--- config.mk ---
export PLATFORM = sky130hd
export DESIGN_NAME = apb_front_arbiter
export DESIGN_NICKNAME = d
export VERILOG_FILES = /design/src/rtl/apb_front_arbiter.sv
export SDC_FILE = /design/constraint.sdc
export NUM_CORES = 1
export LEC_CHECK = 0
export ABC_AREA = 1
export BUFFER_PORTS_ARGS = -buffer_cell sky130_fd_sc_hd__buf_4
export CORE_AREA = 2 2 157 159
export CTS_BUF_LIST = sky130_fd_sc_hd__clkbuf_4 sky130_fd_sc_hd__clkbuf_8
export DETAILED_ROUTE_END_ITERATION = 8
export DIE_AREA = 0 0 159 161
export PLACE_DENSITY = 0.6
export SLEW_MARGIN = 15
export SYNTH_ARGS = -nofsm -noshare
export SYNTH_HDL_FRONTEND = slang
export SYNTH_SLANG_ARGS = --single-unit
--- constraint.sdc ---
create_clock -name PCLK -period 10.6 [get_ports PCLK]
set_input_delay 1.59 -clock PCLK [delete_from_list [all_inputs] [get_ports PCLK]]
set_output_delay 1.59 -clock PCLK [all_outputs]
set_load 0.005 [all_outputs]
--- src/rtl/apb_front_arbiter.sv ---
// apb_front_arbiter
// Round-robin arbiter that shares one APB requester front interface among
// NUM_REQ local masters. One transaction is outstanding at a time; the winner
// alone receives the read data and the completion pulse.
// Optional feature: define APB_ARB_TIMEOUT_EN to add an access timeout that
// answers the master with rsp_err and then drains the late completion.
module apb_front_arbiter #(
  parameter int NUM_REQ    = 4,
  parameter int ADDR_WIDTH = 32,
  parameter int DATA_WIDTH = 32,
  parameter int TO_CYCLES  = 16
) (
  input  logic                          PCLK,
  input  logic                          PRESET,
  input  logic [NUM_REQ-1:0]            req_valid,
  input  logic [NUM_REQ-1:0]            req_write,
  input  logic [NUM_REQ*ADDR_WIDTH-1:0] req_addr,
  input  logic [NUM_REQ*DATA_WIDTH-1:0] req_wdata,
  output logic [NUM_REQ-1:0]            req_ready,
  output logic [NUM_REQ-1:0]            rsp_valid,
  output logic [DATA_WIDTH-1:0]         rsp_rdata,
  output logic                          rsp_err,
  output logic                          m_transfer,
  output logic                          m_write,
  output logic [ADDR_WIDTH-1:0]         m_addr,
  output logic [DATA_WIDTH-1:0]         m_wdata,
  input  logic [DATA_WIDTH-1:0]         m_rdata,
  input  logic                          m_ready
);

  localparam int PTR_W = $clog2(NUM_REQ);
  localparam logic [PTR_W:0] NUM_REQ_W = (PTR_W+1)'(NUM_REQ);
  localparam logic [PTR_W-1:0] LAST_IDX = PTR_W'(NUM_REQ - 1);

  typedef enum logic [2:0] {
    IDLE        = 3'd0,
    ISSUE       = 3'd1,
    SETUP_WAIT  = 3'd2,
    ACCESS_WAIT = 3'd3
`ifdef APB_ARB_TIMEOUT_EN
    , DRAIN     = 3'd4
`endif
  } state_t;

  state_t state, state_next;

  logic [PTR_W-1:0] rr_ptr;
  logic [PTR_W-1:0] grant_idx;
  logic [PTR_W-1:0] owner_idx;
  logic [PTR_W:0]   scan_idx;
  logic             grant_found;
  logic             grant;
  logic             access_done;
  logic             cap_write;
  logic [ADDR_WIDTH-1:0] cap_addr;
  logic [DATA_WIDTH-1:0] cap_wdata;

`ifdef APB_ARB_TIMEOUT_EN
  localparam int TO_W = $clog2(TO_CYCLES + 1);
  logic [TO_W-1:0] to_cnt;
  logic            access_timeout;
  logic            rsp_err_q;
`endif

  // Find the first pending master at or above rr_ptr, wrapping around.
  always_comb begin
    grant_found = 1'b0;
    grant_idx   = '0;
    scan_idx    = '0;
    for (int k = 0; k < NUM_REQ; k++) begin
      scan_idx = {1'b0, rr_ptr} + (PTR_W+1)'(k);
      if (scan_idx >= NUM_REQ_W) begin
        scan_idx = scan_idx - NUM_REQ_W;
      end
      if (!grant_found && req_valid[scan_idx[PTR_W-1:0]]) begin
        grant_found = 1'b1;
        grant_idx   = scan_idx[PTR_W-1:0];
      end
    end
  end

  // Grants happen only from IDLE, and never while reset is held.
  always_comb begin
    grant     = (state == IDLE) && grant_found && !PRESET;
    req_ready = '0;
    if (grant) begin
      req_ready[grant_idx] = 1'b1;
    end
  end

  assign access_done = (state == ACCESS_WAIT) && m_ready;
  assign m_transfer  = (state == ISSUE);
  assign m_write     = cap_write;
  assign m_addr      = cap_addr;
  assign m_wdata     = cap_wdata;

`ifdef APB_ARB_TIMEOUT_EN
  assign access_timeout = (state == ACCESS_WAIT) && !m_ready &&
                          (to_cnt == TO_W'(TO_CYCLES - 1));
  assign rsp_err = rsp_err_q;
`else
  assign rsp_err = 1'b0;
`endif

  // FSM state register.
  always_ff @(posedge PCLK or posedge PRESET) begin
    if (PRESET) begin
      state <= IDLE;
    end else begin
      state <= state_next;
    end
  end

  // FSM next-state logic; m_ready is deliberately ignored in SETUP_WAIT.
  always_comb begin
    state_next = state;
    case (state)
      IDLE:        if (grant) state_next = ISSUE;
      ISSUE:       state_next = SETUP_WAIT;
      SETUP_WAIT:  state_next = ACCESS_WAIT;
      ACCESS_WAIT: begin
        if (m_ready) begin
          state_next = IDLE;
        end
`ifdef APB_ARB_TIMEOUT_EN
        else if (access_timeout) begin
          state_next = DRAIN;
        end
`endif
      end
`ifdef APB_ARB_TIMEOUT_EN
      DRAIN:       if (m_ready) state_next = IDLE;
`endif
      default:     state_next = IDLE;
    endcase
  end

  // Capture the winning request, advance the pointer and register responses.
  always_ff @(posedge PCLK or posedge PRESET) begin
    if (PRESET) begin
      rr_ptr    <= '0;
      owner_idx <= '0;
      cap_write <= 1'b0;
      cap_addr  <= '0;
      cap_wdata <= '0;
      rsp_valid <= '0;
      rsp_rdata <= '0;
    end else begin
      rsp_valid <= '0;
      if (grant) begin
        cap_write <= req_write[grant_idx];
        cap_addr  <= req_addr[grant_idx*ADDR_WIDTH +: ADDR_WIDTH];
        cap_wdata <= req_wdata[grant_idx*DATA_WIDTH +: DATA_WIDTH];
        owner_idx <= grant_idx;
        rr_ptr    <= (grant_idx == LAST_IDX) ? '0 : grant_idx + PTR_W'(1);
      end
      if (access_done) begin
        rsp_valid[owner_idx] <= 1'b1;
        rsp_rdata            <= m_rdata;
      end
`ifdef APB_ARB_TIMEOUT_EN
      else if (access_timeout) begin
        rsp_valid[owner_idx] <= 1'b1;
        rsp_rdata            <= '0;
      end
`endif
    end
  end

`ifdef APB_ARB_TIMEOUT_EN
  // Timeout counter: cleared before ACCESS_WAIT, counts not-ready access cycles.
  always_ff @(posedge PCLK or posedge PRESET) begin
    if (PRESET) begin
      to_cnt    <= '0;
      rsp_err_q <= 1'b0;
    end else begin
      rsp_err_q <= access_timeout;
      if (state == SETUP_WAIT) begin
        to_cnt <= '0;
      end else if ((state == ACCESS_WAIT) && !m_ready) begin
        to_cnt <= to_cnt + TO_W'(1);
      end
    end
  end
`endif

endmodule

* Word-level counts from Yosys, hierarchy flattened
Index checks and enable logic that the tools add are counted.
** Word-level totals
- Register bits after elaboration :: 108
- Bits of input ports :: 299
** Operators by class
- Add/sub/neg operators :: 8
- Order comparisons :: 12
- Eq/ne operators :: 6
- Shift-type cells :: 2
- Mux-type cells :: 32
- Reduce and logical (&&, ||, !) cells :: 14
** Operators by type and width (number)
- variable part select 128 x 8 -> 32 bit :: 2
- < comparator 2 x 3 -> 1 bit (second input constant) :: 6
- 2-to-1 mux 2 bit :: 9
- case mux 3 bit (4 select lines) :: 1
- 2-to-1 mux 1 bit :: 11
- binary-select mux 1 bit (select 2 bit) :: 5
- greater-or-equal comparator 3 bit (second input constant) :: 3
- logical AND 1 bit :: 8
- 2-to-1 mux 4 bit :: 2
- subtractor 2 x 1 -> 2 bit (second input constant) :: 4
- adder 2 x 2 -> 3 bit (second input constant) :: 2
- == test 3 x 2 -> 1 bit (second input constant) :: 2
- 2-to-1 mux 3 bit :: 2
- demux 1 bit (select 2 bit) :: 2
- greater-or-equal comparator 2 x 1 -> 1 bit (second input constant) :: 2
- logical NOT 1 bit :: 4
- inequality test 2 bit (second input constant) :: 2
- adder 2 x 1 -> 3 bit (second input constant) :: 1
- == test 3 x 1 -> 1 bit (second input constant) :: 1
- greater-or-equal comparator 2 x 3 -> 1 bit (second input constant) :: 1
- logical NOT 3 bit :: 1
- adder 2 x 1 -> 2 bit (second input constant) :: 1
- == test 2 bit (second input constant) :: 1
- AND reduction 2 bit :: 1

* Logic depth before layout (Yosys ltp)
- Depth after elaboration :: 19
- Gate-level depth with buffers :: 17

* Worst setup path after synthesis
No wires, ideal clock.
- Path type :: in2out
- Start point :: in req_valid[1]
- End point :: out req_ready[3]
- Arrival :: 2.854 ns
- Required time :: 9.010 ns
- Path slack :: 6.156 ns
- Cell stages on the path :: 13
- Buffers on the path :: 2
- Cell sequence :: inv_1 > nand2_1 > nand3_1 > nand2_2 > nor2_4 > nand3_2 > nand3_2 > buf_6 > buf_6 > inv_2 > ha_1 > inv_1 > nor2_1
** On the way
- Longest elaborated chain between the ends :: 17
- Elaborated cells on any way between the ends :: 30
** RTL lines
- from (decl) :: line 15 : input logic [NUM_REQ-1:0] req_valid,
- binary-select mux 1 bit (select 2 bit) :: line 75 : if (!grant_found && req_valid[scan_idx[PTR_W-1:0]]) begin
- 2-to-1 mux 1 bit (not written as such) :: line 75
- 2-to-1 mux 1 bit :: line 75
- logical NOT 1 bit :: line 75
- logical AND 1 bit :: line 75
- 2-to-1 mux 1 bit :: line 75
- logical NOT 1 bit :: line 75
- logical AND 1 bit :: line 75
- 2-to-1 mux 1 bit :: line 75
- logical NOT 1 bit :: line 75
- logical AND 1 bit :: line 75
- 2-to-1 mux 2 bit :: line 75
- < comparator 2 x 3 -> 1 bit (not written as such) or greater-or-equal comparator 2 x 1 -> 1 bit (tied branches) :: line 87 : req_ready[grant_idx] = 1'b1;
- logical AND 1 bit (not written as such) :: line 87
- 2-to-1 mux 1 bit (not written as such) :: line 87
- demux 1 bit (select 2 bit) :: line 87
- 2-to-1 mux 4 bit * :: line 86 : if (grant) begin
- to (decl) :: line 19 : output logic [NUM_REQ-1:0] req_ready,
Every way passes the cells marked *; elsewhere a longest branch is shown, timed or not. The select of a mux whose other input is x is not followed.

* Worst setup path in the final report
- Start point :: in req_valid[1]
- End point :: out req_ready[0]
Same word-level chain as after synthesis.

==> impl_summary.txt <==
----------------------------------------------------
[Clocking]
  Count of clock tree sinks ... 107
  Post-CTS setup buffer count ... 0
  CTS Root Cell ... clkbuf_8
  Source-to-sink clock delay at the later pin of the worst-skew pair ... 380 ps
  Count of cells resized by post-cts repair ... 0
  Inserted Clock Buffers ... 9
  Clock-pin slew reported for the worst setup and hold paths after clock tree synthesis ... 120 ps
  H-tree lvl count ... 3
  Number of buffers inserted for hold repair after clock tree synthesis ... 0
  Clock tree from TritonCTS ... built
  Max Buffers Root-to-Sink ... 2

[Worst setup path]
  Required time of the critical path ... 9010 ps
  Worst setup slack for register-to-register paths ... 6650 ps
  Crit-path slowest cell ... nand3_4
  Crit path capture type ... output port
  Cell type group with the largest total delay on the critical path ... simple AND/OR/NAND/NOR gates
  Crit path buf inv count ... 4
  Critical path capture point ... req_ready[0]
  Biggest fanout along the worst timing path ... 71
  Most repeated library cell on the critical path ... buf_4
  Depth of the worst register-to-register path ... 13
  Critical path class ... in -> out
  Sort of element at the start of the critical path ... input port
  CP Depth ... 12
  Arrival time of data at the critical path endpoint ... between 4000 and 5000 ps
  Reg-to-reg critical path endpoint ... m_wdata[0]$_DFFE_PP0P_
  CP cell instances ... buf_4 -> inv_1 -> nand2_1 -> nand3_1 -> nand2_2 -> nor2_4 -> nand3_4 -> nand3_4 -> buf_4 -> nand2_2 -> nor2_4 -> buf_4
  Crit path from ... req_valid[1]
  Maximum single-stage delay on the critical path ... 710 ps
  Launch point of the worst reg-to-reg path ... rr_ptr[0]$_DFFE_PP0P_

[STA]
  Maximum achievable frequency ... 0.155 GHz
  Final hold slack ... around 460 ps
  Max-slew headroom at the worst pin ... 0.387
  TNS Setup ... 0 ps
  Setup violation total in the final timing report ... 0
  Share of the cycle needed by the critical path after routing ... 0.609
  Final count of pins violating max slew ... 0
  Clock skew ... 13.0 ps
  RSZ-0062 raised after global routing ... false
  Final Critical Period ... between 6000 and 7000 ps
  Measured slew at the worst slew-check pin ... 920 ps
  Final hold viol count ... 0

[Logic synthesis]
  Number of synthesized flops with an enable pin ... 0
  Number of distinct library cells after synthesis ... 27
  Syn Inst Count ... roughly 1.1k
  Count of warnings emitted by yosys ... 0
  Cell Area, Synth ... 7320 um2
  Synthesized area per cell ... between 6 and 7 um2
  Register bit total from synthesis ... 107
  Part of the Yosys area used for sequential elements ... 0.366
  Post-synth net total ... 1361
  Main synth FF type ... dfrtp_1
  Async set or reset register ratio after synthesis ... 1.00

[Global routing]
  Antenna violations before repair ... 1
  Global-route wire length before repair ... ~45000 um
  Pin count of the biggest net entering global routing ... approximately 120
  Gr usage total ... 0.218
  Vias in the first global route ... 8092
  Total global routing overflow ... 0

[Placed design]
  PortBufs ... 404
  Placer congestion estimate ... 0.892
  Detailed placement HPWL ... 20200 um
  Cell area reported after detailed placement ... about 10000 um2

[Detailed routing]
  DRC violation total after the first TritonRoute iteration ... 522
  DRC violations left ... 0
  Number of nets with antenna violations after detailed routing ... 0
  Routed wirelength normalized by instance count ... 16.6 um
  Drt first pass iters ... 5
  Total wire length after detailed routing ... 28600 um
  Via density per instance ... approximately 4.9
  Number of vias in the routed layout ... 8393

[Final layout]
  Layout Area Growth over Synthesis ... 44.6%
  Most frequent standard cell in the layout excluding fill and tap cells ... buf_4
  Highest-count cells in the layout ignoring fill and taps ... buf_4 (412), nand2_1 (275), nand3_1 (190)
  Number of antenna repair diodes ... 0
  Fill cell count ... 2521
  Layout Cell Area excl Fill ... 10600 um2
  Share of post-route cells with drive strength above 1 ... 0.343
  Nets ... 1699

[Pwr]
  Static power due to leakage ... 5.96 nW
  Peak ir drop on the vdd network ... 234 uV
  Power density of the placed cells ... between 200 and 300 nW/um2

[Floorplan]
  Height of the die ... 161 um
  CORE AREA ... about 24000 um2
  Die Area ... 25600 um2
  I/O pin total ... ~410
  Initial Utilization ... 0.305
  Die span in x ... 159 um
  Number of core rows ... 57

[Min path]
  Worst Hold Class ... reg -> reg

[Run status]
  Status ... completed

[Flow run]
  MaxCap Viol Count ... 0

----------------------------------------------------
cell usage after synthesis (2+ instances only):
cell type	n	area, um2
nor2_1	31	116
buf_4	13	97.6
o21ai_0	7	35.0
a21oi_1	12	60.1
nand3_2	4	40.0
nor2_2	2	12.5
nand3_1	190	951
dfrtp_1	107	2680
clkbuf_1	14	52.6
mux2_2	32	360
nor2_4	2	22.5
inv_2	4	15.0
nand2_1	276	1040
ha_1	5	62.6
nand4_1	120	751
buf_2	52	260
buf_6	6	67.6
inv_1	167	627
nand2_2	2	12.5
nor3_1	4	20.0
cell type report:
cell class,instances,area (um2),area share
Multi-Input combinational cell,691,3550,0.336
Tap cell,324,405,0.0383
Timing Repair Buffer,413,3100,0.293
Inverter,173,654,0.0618
Clock buffer,10,131,0.0124
Clock inverter,6,57.6,0.00544
Sequential cell,107,2680,0.253
where the power goes:
| part | total, mW | switching (mW) | internal, mW | leakage [nW] |
|---|---|---|---|---|
| sequential | 0.718 | 0.113 | 0.605 | 1.32 |
| clock | 0.252 | 0.159 | 0.0935 | 0.0979 |
| combinational | 2.02 | 1.27 | 0.752 | 4.54 |
| total | 2.99 | 1.54 | 1.45 | 5.96 |
worst min-delay path by stage:
stage | cells past startpoint | start | slack [ps] | to
after global routing | 1 | owner_idx[0]$_DFFE_PP0P_ | 510 | rsp_valid[0]$_DFF_PP0_
after floorplan | 1 | owner_idx[1]$_DFFE_PP0P_ | 430 | rsp_valid[0]$_DFF_PP0_
after detailed placement | 1 | owner_idx[1]$_DFFE_PP0P_ | 450 | rsp_valid[0]$_DFF_PP0_
after global placement | 1 | owner_idx[1]$_DFFE_PP0P_ | 460 | rsp_valid[0]$_DFF_PP0_
final | 1 | owner_idx[1]$_DFFE_PP0P_ | 460 | rsp_valid[0]$_DFF_PP0_
after CTS | 1 | owner_idx[1]$_DFFE_PP0P_ | 470 | rsp_valid[0]$_DFF_PP0_
sequential cells by signal, summed over array words and instances (netlist names):
register / cells
m_addr: 32
m_wdata: 32
m_write: 1
owner_idx: 2
rr_ptr: 2
rsp_rdata: 32
rsp_valid: 4
state: 2
logic make-up (layout without fill, tap and decap cells):
group,Yosys count,in the layout,share of synthesized area
AOI/OAI and AO/OA,20,20,0.0140
adders and majority gates,5,5,0.00855
DFF,107,107,0.366
muxes,32,32,0.0492
other,1,1,0.000512
and+or+nand+nor,633,633,0.407
buffers and inverters,259,602,0.155
metal layers:
layer,up-vias,global-route usage,routed length [um]
met5,-,0,13
met4,2,0.0616,650
met3,37,0.0570,2120
met2,350,0.373,13900
met1,3897,0.273,11900
li1,4107,-,-
through the flow:
step                total power [mW]  utilization  setup slack, ps  cells
finish                          2.99        0.442             4150   1724
CTS                             3.03        0.441             4060   1724
detailed placement              2.77        0.434             4060   1708
global route                    3.28        0.442             3820   1724
floorplan                       2.08            -             6160   1057
global placement                2.75        0.434             4140   1708
Note: power is estimated with default switching activity, not from simulation.
